[src/rtl/serdes_seq_pkg.sv]
// rtl/serdes_seq_pkg.sv - shared types, width limits and width check for the serdes tx sequencer
package serdes_seq_pkg;

    typedef enum logic [1:0] {
        IDLE   = 2'd0,
        SETTLE = 2'd1,
        ALIGN  = 2'd2,
        RUN    = 2'd3
    } seq_state_t;

    localparam logic [3:0] WIDTH_MIN = 4'd3;
    localparam logic [3:0] WIDTH_MAX = 4'd10;

    // A serialization ratio the word counter and core clock divider can honour.
    function automatic logic width_legal(input logic [3:0] width);
        return (width >= WIDTH_MIN) && (width <= WIDTH_MAX);
    endfunction

endpackage

[src/rtl/serdes_tx_sequencer_if.sv]
// rtl/serdes_tx_sequencer_if.sv - per-lane enable/valid/load/underflow bundle
interface serdes_tx_sequencer_if #(
    parameter int NUM_LANES = 4
);
    logic [NUM_LANES-1:0] lane_en;
    logic [NUM_LANES-1:0] lane_valid;
    logic                 underflow_clr;
    logic [NUM_LANES-1:0] lane_load;
    logic [NUM_LANES-1:0] underflow;

    // Lane side: supplies enables, word availability and the flag clear.
    modport master (
        output lane_en,
        output lane_valid,
        output underflow_clr,
        input  lane_load,
        input  underflow
    );

    // Sequencer side: gates the loads and reports starved lanes.
    modport slave (
        input  lane_en,
        input  lane_valid,
        input  underflow_clr,
        output lane_load,
        output underflow
    );
endinterface

[src/rtl/serdes_seq_lane_mon.sv]
// rtl/serdes_seq_lane_mon.sv - one lane's load gating and sticky underflow flag
module serdes_seq_lane_mon (
    input  logic clk,
    input  logic reset,
    input  logic word_load,
    input  logic lane_en,
    input  logic lane_valid,
    input  logic underflow_clr,
    output logic lane_load,
    output logic underflow
);

    logic starved;

    assign lane_load = word_load & lane_en & lane_valid;
    assign starved   = word_load & lane_en & ~lane_valid;

    // Sticky flag: a starved load slot sets it and beats a simultaneous clear.
    always_ff @(posedge clk or negedge reset) begin
        if (!reset) begin
            underflow <= 1'b0;
        end else if (starved) begin
            underflow <= 1'b1;
        end else if (underflow_clr) begin
            underflow <= 1'b0;
        end
    end

endmodule

[src/rtl/serdes_tx_sequencer.sv]
// rtl/serdes_tx_sequencer.sv - PLL settle, bond alignment and word-slot sequencing for tx lanes
module serdes_tx_sequencer
    import serdes_seq_pkg::*;
#(
    parameter int NUM_LANES   = 4,
    parameter int LOCK_DELAY  = 256,
    parameter int BOND_MASTER = 1
) (
    input  logic                 clk,
    input  logic                 reset,
    input  logic                 pll_lock,
    input  logic [3:0]           cfg_width,
    input  logic                 bond_sync_in,
    output logic                 bond_sync_out,
    output logic                 core_clk,
    output logic                 word_load,
    output logic                 cfg_err,
    output logic [1:0]           state,
    output logic                 running,
    serdes_tx_sequencer_if.slave lanes
);

    localparam int LCW = (LOCK_DELAY > 1) ? $clog2(LOCK_DELAY) : 1;
    localparam logic [LCW-1:0] LOCK_LAST = LCW'(LOCK_DELAY - 1);

    seq_state_t           state_q;
    seq_state_t           state_d;
    logic [LCW-1:0]       lock_cnt;
    logic [3:0]           word_cnt;
    logic [3:0]           width_q;
    logic [NUM_LANES-1:0] lane_load_w;
    logic [NUM_LANES-1:0] underflow_w;

    // Next state and all state-derived outputs; lock loss wins over every advance.
    always_comb begin
        state_d       = state_q;
        bond_sync_out = 1'b0;
        core_clk      = 1'b0;
        word_load     = 1'b0;
        cfg_err       = 1'b0;
        running       = 1'b0;
        case (state_q)
            IDLE: begin
                cfg_err = !width_legal(cfg_width);
                if (pll_lock && width_legal(cfg_width)) begin
                    state_d = SETTLE;
                end
            end
            SETTLE: begin
                if (!pll_lock) begin
                    state_d = IDLE;
                end else if (lock_cnt == LOCK_LAST) begin
                    state_d = ALIGN;
                end
            end
            ALIGN: begin
                bond_sync_out = (BOND_MASTER != 0);
                if (!pll_lock) begin
                    state_d = IDLE;
                end else if ((BOND_MASTER != 0) || bond_sync_in) begin
                    state_d = RUN;
                end
            end
            RUN: begin
                running   = 1'b1;
                word_load = (word_cnt == width_q - 4'd1);
                core_clk  = (word_cnt < (width_q >> 1));
                if (!pll_lock) begin
                    state_d = IDLE;
                end
            end
            default: state_d = IDLE;
        endcase
    end

    // State register.
    always_ff @(posedge clk or negedge reset) begin
        if (!reset) begin
            state_q <= IDLE;
        end else begin
            state_q <= state_d;
        end
    end

    // Width latch on IDLE exit, settle counter, and the word slot counter that restarts at RUN entry.
    always_ff @(posedge clk or negedge reset) begin
        if (!reset) begin
            width_q  <= WIDTH_MIN;
            lock_cnt <= '0;
            word_cnt <= '0;
        end else begin
            if ((state_q == IDLE) && (state_d == SETTLE)) begin
                width_q <= cfg_width;
            end
            if ((state_q == SETTLE) && (state_d == SETTLE)) begin
                lock_cnt <= lock_cnt + LCW'(1);
            end else begin
                lock_cnt <= '0;
            end
            if ((state_q == RUN) && (state_d == RUN)) begin
                word_cnt <= (word_cnt == width_q - 4'd1) ? 4'd0 : word_cnt + 4'd1;
            end else begin
                word_cnt <= '0;
            end
        end
    end

    assign state = state_q;

    for (genvar i = 0; i < NUM_LANES; i++) begin : g_lane
        serdes_seq_lane_mon u_mon (
            .clk           (clk),
            .reset         (reset),
            .word_load     (word_load),
            .lane_en       (lanes.lane_en[i]),
            .lane_valid    (lanes.lane_valid[i]),
            .underflow_clr (lanes.underflow_clr),
            .lane_load     (lane_load_w[i]),
            .underflow     (underflow_w[i])
        );
    end

    assign lanes.lane_load = lane_load_w;
    assign lanes.underflow = underflow_w;

endmodule

[src/flat_wrapper.sv]
// flat-port wrapper written by rule: the top's interface ports become plain ports
module serdes_tx_sequencer_flat import serdes_seq_pkg::*;
#(
    parameter int NUM_LANES   = 4,
    parameter int LOCK_DELAY  = 256,
    parameter int BOND_MASTER = 1
)
  (clk, reset, pll_lock, cfg_width, bond_sync_in, bond_sync_out, core_clk, word_load, cfg_err, state, running, lanes_lane_en, lanes_lane_valid, lanes_underflow_clr, lanes_lane_load, lanes_underflow);
  serdes_tx_sequencer_if #(.NUM_LANES(NUM_LANES)) lanes_i ();
  input  logic clk;
  input  logic reset;
  input  logic pll_lock;
  input  logic [3:0] cfg_width;
  input  logic bond_sync_in;
  output logic bond_sync_out;
  output logic core_clk;
  output logic word_load;
  output logic cfg_err;
  output logic [1:0] state;
  output logic running;
  input wire logic [$bits(lanes_i.lane_en)-1:0] lanes_lane_en;
  input wire logic [$bits(lanes_i.lane_valid)-1:0] lanes_lane_valid;
  input wire logic [$bits(lanes_i.underflow_clr)-1:0] lanes_underflow_clr;
  output wire logic [$bits(lanes_i.lane_load)-1:0] lanes_lane_load;
  output wire logic [$bits(lanes_i.underflow)-1:0] lanes_underflow;
  assign lanes_i.lane_en = lanes_lane_en;
  assign lanes_i.lane_valid = lanes_lane_valid;
  assign lanes_i.underflow_clr = lanes_underflow_clr;
  assign lanes_lane_load = lanes_i.lane_load;
  assign lanes_underflow = lanes_i.underflow;
  serdes_tx_sequencer #(.NUM_LANES(NUM_LANES), .LOCK_DELAY(LOCK_DELAY), .BOND_MASTER(BOND_MASTER)) u_core (.clk(clk), .reset(reset), .pll_lock(pll_lock), .cfg_width(cfg_width), .bond_sync_in(bond_sync_in), .bond_sync_out(bond_sync_out), .core_clk(core_clk), .word_load(word_load), .cfg_err(cfg_err), .state(state), .running(running), .lanes(lanes_i));
endmodule
[config.mk]
export PLATFORM = sky130hd
export DESIGN_NAME = serdes_tx_sequencer_flat
export DESIGN_NICKNAME = d
export VERILOG_FILES = /design/src/rtl/serdes_seq_pkg.sv /design/src/rtl/serdes_tx_sequencer_if.sv /design/src/rtl/serdes_seq_lane_mon.sv /design/src/rtl/serdes_tx_sequencer.sv /design/src/flat_wrapper.sv
export SDC_FILE = /design/constraint.sdc
export NUM_CORES = 1
export LEC_CHECK = 0
export ABC_AREA = 1
export CAP_MARGIN = 20
export CORE_ASPECT_RATIO = 2
export CORE_UTILIZATION = 40
export CTS_CLUSTER_DIAMETER = 200
export DETAILED_ROUTE_END_ITERATION = 12
export GPL_TIMING_DRIVEN = 1
export PLACE_DENSITY = 0.72
export SLEW_MARGIN = 40
export SYNTH_ARGS = -nofsm -noshare
export SYNTH_HDL_FRONTEND = slang
export SYNTH_SLANG_ARGS = --single-unit
[constraint.sdc]
create_clock -name clk -period 5.1 [get_ports clk]
set_clock_uncertainty 0.15 [all_clocks]
set_input_delay 0.51 -clock clk [delete_from_list [all_inputs] [get_ports clk]]
set_output_delay 0.51 -clock clk [all_outputs]
set_load 0.01 [all_outputs]
==> results of run 1 <==
==> sequential cells by signal (all words and copies together) (netlist names) <==
signal	flops
u_core.lock_cnt	8
u_core.g_lane.u_mon.underflow	4
u_core.width_q	4
u_core.word_cnt	4
u_core.state	2
==> path summary, 6_finish.rpt <==
kind,end,slack [ps]
max,lanes_lane_load[3],1930
min,u_core.width_q[2],40
max reg2reg,u_core.g_lane[1].u_mon.underflow,3190
min reg2reg,u_core.lock_cnt[0],320
max in group asynchronous,u_core.width_q[1],4410
min in group clk,u_core.lock_cnt[0],320
==> power breakdown <==
group | internal, mW | switching [mW]
Sequential | 0.189 | 0.0154
Combinational | 0.0519 | 0.0729
Clock | 0.105 | 0.0570
==> synth_stat cells (2+ instances only) <==
master | number | area (µm²)
nor2_4 | 2 | 22.5
o21ai_0 | 3 | 15.0
buf_4 | 8 | 60.1
xor2_1 | 5 | 43.8
o21ai_1 | 2 | 10.0
dfstp_2 | 2 | 52.6
nand3_1 | 11 | 55.1
nor3_1 | 2 | 10.0
nand4_2 | 2 | 25.0
nand4_1 | 5 | 31.3
nand2_2 | 5 | 31.3
ha_1 | 5 | 62.6
dfrtp_1 | 20 | 500
nor2_1 | 21 | 78.8
inv_2 | 6 | 22.5
nand3_2 | 2 | 20.0
nand2_1 | 31 | 116
inv_1 | 20 | 75.1
xnor2_1 | 2 | 17.5
==> metrics by stage <==
step / util / area, µm² / setup slack [ps]
after global routing: 0.525 / 1660 / 1730
after floorplan: - / 1310 / 2800
after detailed placement: 0.503 / 1590 / 2200
after CTS: 0.525 / 1660 / 1910
after global placement: 0.504 / 1590 / 2280
final: 0.525 / 1660 / 1930
==> per-layer routing <==
| metal | share of wire | global-route usage |
|---|---|---|
| met5 | 0 | 0 |
| met4 | 0.028 | 0.122 |
| met3 | 0.026 | 0.0109 |
| met2 | 0.57 | 0.298 |
| met1 | 0.38 | 0.178 |
==> cell type report <==
class | instances | share of cell area
timing repair buffer | 30 | 0.178
inverter | 27 | 0.0611
tap | 31 | 0.0234
sequential | 22 | 0.334
clock inverter | 1 | 0.0181
clock buffer | 3 | 0.0249
multi-input combinational | 104 | 0.361
==> kinds of logic (layout without fill, tap and decap cells) <==
| group | count (synthesis) | count (layout) | share of synthesized area |
|---|---|---|---|
| xor+xnor | 8 | 8 | 0.0591 |
| flops | 22 | 22 | 0.421 |
| buf+inv | 35 | 61 | 0.123 |
| compound gates | 7 | 7 | 0.0305 |
| simple gates | 84 | 84 | 0.318 |
| fa+ha+maj | 5 | 5 | 0.0477 |
==> key figures, run 1 <==
Timing
  • RSZ-0062 raised after global routing: false
  • Min cycle time layout: 3170 ps
  • Final cycle utilization of the critical path: 0.622
  • Fin Hold WS: 43.9 ps
  • Relative slew slack: 0.684
  • Final Hold Fails: 0
  • Final setup TNS: 0 ps
  • Final Max Slew Viols: 0
  • Worst-Margin Slew: between 400 and 500 ps
  • Final setup fails: 0
  • Maximum clock frequency: roughly 320 MHz

Route
  • Detailed-route wire length: about 2600 µm
  • Vias: 1,090
  • Vias per cell: about 5
  • DRC: 0
  • DR iter-0 viols: 31
  • Antenna Violating Nets Remaining: 0
  • Routed length per instance: between 10 and 15 µm
  • First drt pass iteration count: 4

Critical path
  • Crit path launch: u_core.width_q[0]
  • Slowest stage delay, CP: 570 ps
  • CP startpoint kind: register
  • Slowest stage cell, crit path: dfstp_2
  • Worst r2r path cells: 9
  • CP arrival: approximately 2500 ps
  • Crit. End Element: primary output
  • CP Cell Sequence: inv_2 -> ha_1 -> nand2_1 -> nand2_4 -> nor2_4 -> nand3_2 -> nor2_4 -> nand3_1 -> nor2_1 -> clkdlybuf4s50_1
  • Worst-path fanout max: 8
  • Crit path top cell by count: nor2_4
  • Buf/Inv on CP: 2
  • WP data required: around 4400 ps
  • Crit Path Class: register to primary output
  • R2r startpoint: u_core.width_q[0]
  • CP top delay family: simple AND/OR/NAND/NOR gates
  • Worst path depth: 10

Floorplan
  • Starting Density: 0.416
  • Die ar.: roughly 0.0035 mm²
  • Die X: between 40 and 50 µm
  • # IOs: 32
  • FP Rows: 29
  • Chip height: 83.0 µm
  • Core area: around 0.0032 mm²

Clocking
  • Clk buf depth: 2
  • Post-CTS Setup Inserts: 0
  • Worst skew pair latency: 260 ps
  • CTS H-tree depth: 1
  • Clk sinks: 22
  • Cts bufs inserted: 3
  • Cell chosen for the clock root: clkbuf_8
  • CTS resizes: 0
  • Clock slew at reported path FFs: approximately 80 ps
  • CTS tree: built
  • Post-CTS Hold Buffers: 0

Power
  • Design Power: about 490 µW
  • Peak supply drop: roughly 240 µV
  • Pleak: slightly below 0.8 nW
  • Power per cell area: ~300 mW/mm²

Logic synthesis
  • Yosys warns: 0
  • Library cells used by synthesis: 26
  • Yosys reg bits: 22
  • Top FF cell, synth: dfrtp_1
  • Mapped cell area: about 0.0013 mm²
  • Share of the yosys chip area belonging to registers: 0.421
  • Post-synth EDFFs: 0
  • FFs w/ async S/R, synth: 1.00
  • Post-Syn Nets: around 180
  • Post-Syn Instances: 161
  • Average size of a mapped cell: ~8.2 µm²

Finish
  • Inserted Diodes: 0
  • Synthesis-to-finish area growth: 26.3%
  • Final Non-Filler Cells: 218
  • Multi-input gate area: between 500 and 600 µm²
  • Reg area: 553 µm²
  • Most frequent cells in the layout: 31 x nand2_1, 29 x clkdlybuf4s50_1, 21 x nor2_1, 20 x inv_1, 20 x dfrtp_1
  • Nets@finish: 210
  • Share of cells above drive strength 1: 0.144
  • Commonest non-fill, non-tap cell in the layout: nand2_1
  • Filler instances: roughly 290

Placement
  • Gpl congestion: approximately 0.75
  • Placed cell count: 214
  • Hpwl dp: 2170 µm
  • IO buf count: 30

Outcome
  • Status: finished clean

Min path
  • Worst Hold Class: input pin to asynchronous set/reset pin

Global route
  • Largest net degree at the start of global routing: 23
  • Initial antenna violation count: 0
  • GRT overflow: 0
  • Overall routing resource usage: 0.169
  • Vias in the first global route: approximately 1,100
  • First-pass GRT wire length: roughly 4700 µm

Job
  • Max_cap viols: 0
Note: power is estimated with default switching activity, not from simulation.
==> run 2: changes to the inputs <==
PLACE_DENSITY = 0.74   (was 0.72)
clock period = 2.9 ns   (was 5.1 ns; I/O delays follow)
==> key figures, run 2 (synthesis results as in run 1) <==
Outcome
  • Status: finished clean

Timing
  • Relative slew slack: 0.697
  • Min cycle time layout: 2760 ps
  • Final cycle utilization of the critical path: 0.953
  • Worst-Margin Slew: 455 ps
  • Final Max Slew Viols: 0
  • Maximum clock frequency: approximately 360 MHz
  • Final setup fails: 0
  • RSZ-0062 raised after global routing: false
  • Final Hold Fails: 0
  • Fin Hold WS: 321 ps
  • Setup WS post-layout: 135 ps
  • Final setup TNS: 0 ps

Finish
  • Biggest register: u_core.lock_cnt
  • Max reg flops: 8
  • Reg area: between 500 and 600 µm²
  • Most frequent cells in the layout: 31 x nand2_1, 25 x clkdlybuf4s50_1, 21 x nor2_1, 20 x inv_1, 20 x dfrtp_1
  • Final Util: 0.537
  • Synthesis-to-finish area growth: 29.3%
  • Share of cells above drive strength 1: 0.157
  • Filler instances: ~300
  • Inserted Diodes: 0
  • Cell area after layout: ~0.0017 mm²
  • Multi-input gate area: about 600 µm²
  • Commonest non-fill, non-tap cell in the layout: nand2_1
  • Nets@finish: 214

Floorplan
  • Die X: 42.5 µm
  • Core area: 0.00316 mm²
  • # IOs: 32
  • Die ar.: 0.00353 mm²
  • Chip height: just over 80 µm
  • Starting Density: 0.416
  • FP Rows: 29

Clocking
  • CTS H-tree depth: 1
  • Clk sinks: 22
  • Clk buf depth: 2
  • Cell chosen for the clock root: clkbuf_8
  • Clock slew at reported path FFs: about 80 ps
  • CTS tree: built
  • Cts bufs inserted: 3
  • Worst skew pair latency: 270 ps

Route
  • DRC: 0
  • Antenna Violating Nets Remaining: 0
  • Vias: around 1,100
  • Detailed-route wire length: around 2600 µm
  • Vias per cell: between 4 and 5
  • First drt pass iteration count: 4
  • Routed length per instance: about 12 µm
  • DR iter-0 viols: 14

Min path
  • Worst Hold Class: register to register

Global route
  • GRT overflow: 0
  • Vias in the first global route: 1,116
  • Largest net degree at the start of global routing: 22
  • First-pass GRT wire length: 4670 µm
  • Initial antenna violation count: 0
  • Overall routing resource usage: 0.170

Critical path
  • Slowest stage delay, CP: between 500 and 600 ps
  • CP startpoint kind: register
  • Worst-path fanout max: 4
  • Crit. End Element: primary output
  • Slowest stage cell, crit path: dfstp_2
  • Buf/Inv on CP: 3
  • CP Cell Sequence: inv_2 -> ha_1 -> inv_1 -> nand2_1 -> nand2_4 -> nor2_4 -> nand4_1 -> nor2_1 -> clkdlybuf4s50_1
  • CP arrival: between 2000 and 2500 ps
  • WP data required: roughly 2500 ps
  • Crit Path Class: register to primary output
  • CP top delay family: buffers and inverters

Placement
  • Worst slack at placement: ~260 ps
  • Hpwl dp: 2020 µm
  • Placed cell area: 0.00159 mm²
  • Gpl congestion: ~0.79
  • IO buf count: 30

Power
  • Peak supply drop: 433 µV
  • Power per cell area: ~500 mW/mm²
  • Pleak: approximately 0.85 nW

Job
  • Max_cap viols: 0
-- run 2: path summary, 6_finish.rpt --
check | start | to | slack, ps | cells after the start
min reg2reg | u_core.lock_cnt[0] | u_core.lock_cnt[0] | 320 | 1
max reg2reg | u_core.width_q[0] | u_core.g_lane[1].u_mon.underflow | 880 | 12
max | u_core.width_q[0] | word_load | 140 | 9
max in group asynchronous | reset | u_core.width_q[0] | 1750 | 3
min in group asynchronous | reset | u_core.state[0] | 350 | 2
min | u_core.lock_cnt[0] | u_core.lock_cnt[0] | 320 | 1
-- run 2: area by class of cell --
class | count | area share
Multi-Input combinational cell | 104 | 0.353
Sequential cell | 22 | 0.326
Timing Repair Buffer | 34 | 0.197
Inverter | 27 | 0.0597
Clock buffer | 3 | 0.0243
Tap cell | 31 | 0.0229
Clock inverter | 1 | 0.0177
-- run 2: layer usage --
metal	GRT usage	up-vias	share of wire
li1	-	560	-
met1	0.178	522	0.37
met2	0.310	17	0.56
met3	0.0217	7	0.030
met4	0.0909	0	0.032
met5	0	-	0
-- run 2: where the power goes --
| group | switching (mW) | internal, mW | leakage [nW] | total [mW] |
|---|---|---|---|---|
| registers | 0.0263 | 0.333 | 0.295 | 0.359 |
| logic | 0.127 | 0.0989 | 0.520 | 0.226 |
| clock network | 0.0998 | 0.185 | 0.0357 | 0.284 |
| total | 0.253 | 0.616 | 0.851 | 0.870 |
-- run 2: stage by stage --
stage | power, mW | instances
global placement | 0.579 | 215
CTS | 0.881 | 222
floorplan | 0.515 | 161
finish | 0.870 | 222
detailed placement | 0.586 | 215
global route | 0.920 | 222
-- run 2: repair_timing --
| action | CTS | global route |
|---|---|---|
| gates resized for setup | 1 | 3 |
| buffers inserted | 2 | 0 |
| endpoints found under the setup margin | 4 | 3 |
| hold buffers | 1 | 0 |
| endpoints found under the hold margin | 20 | 0 |
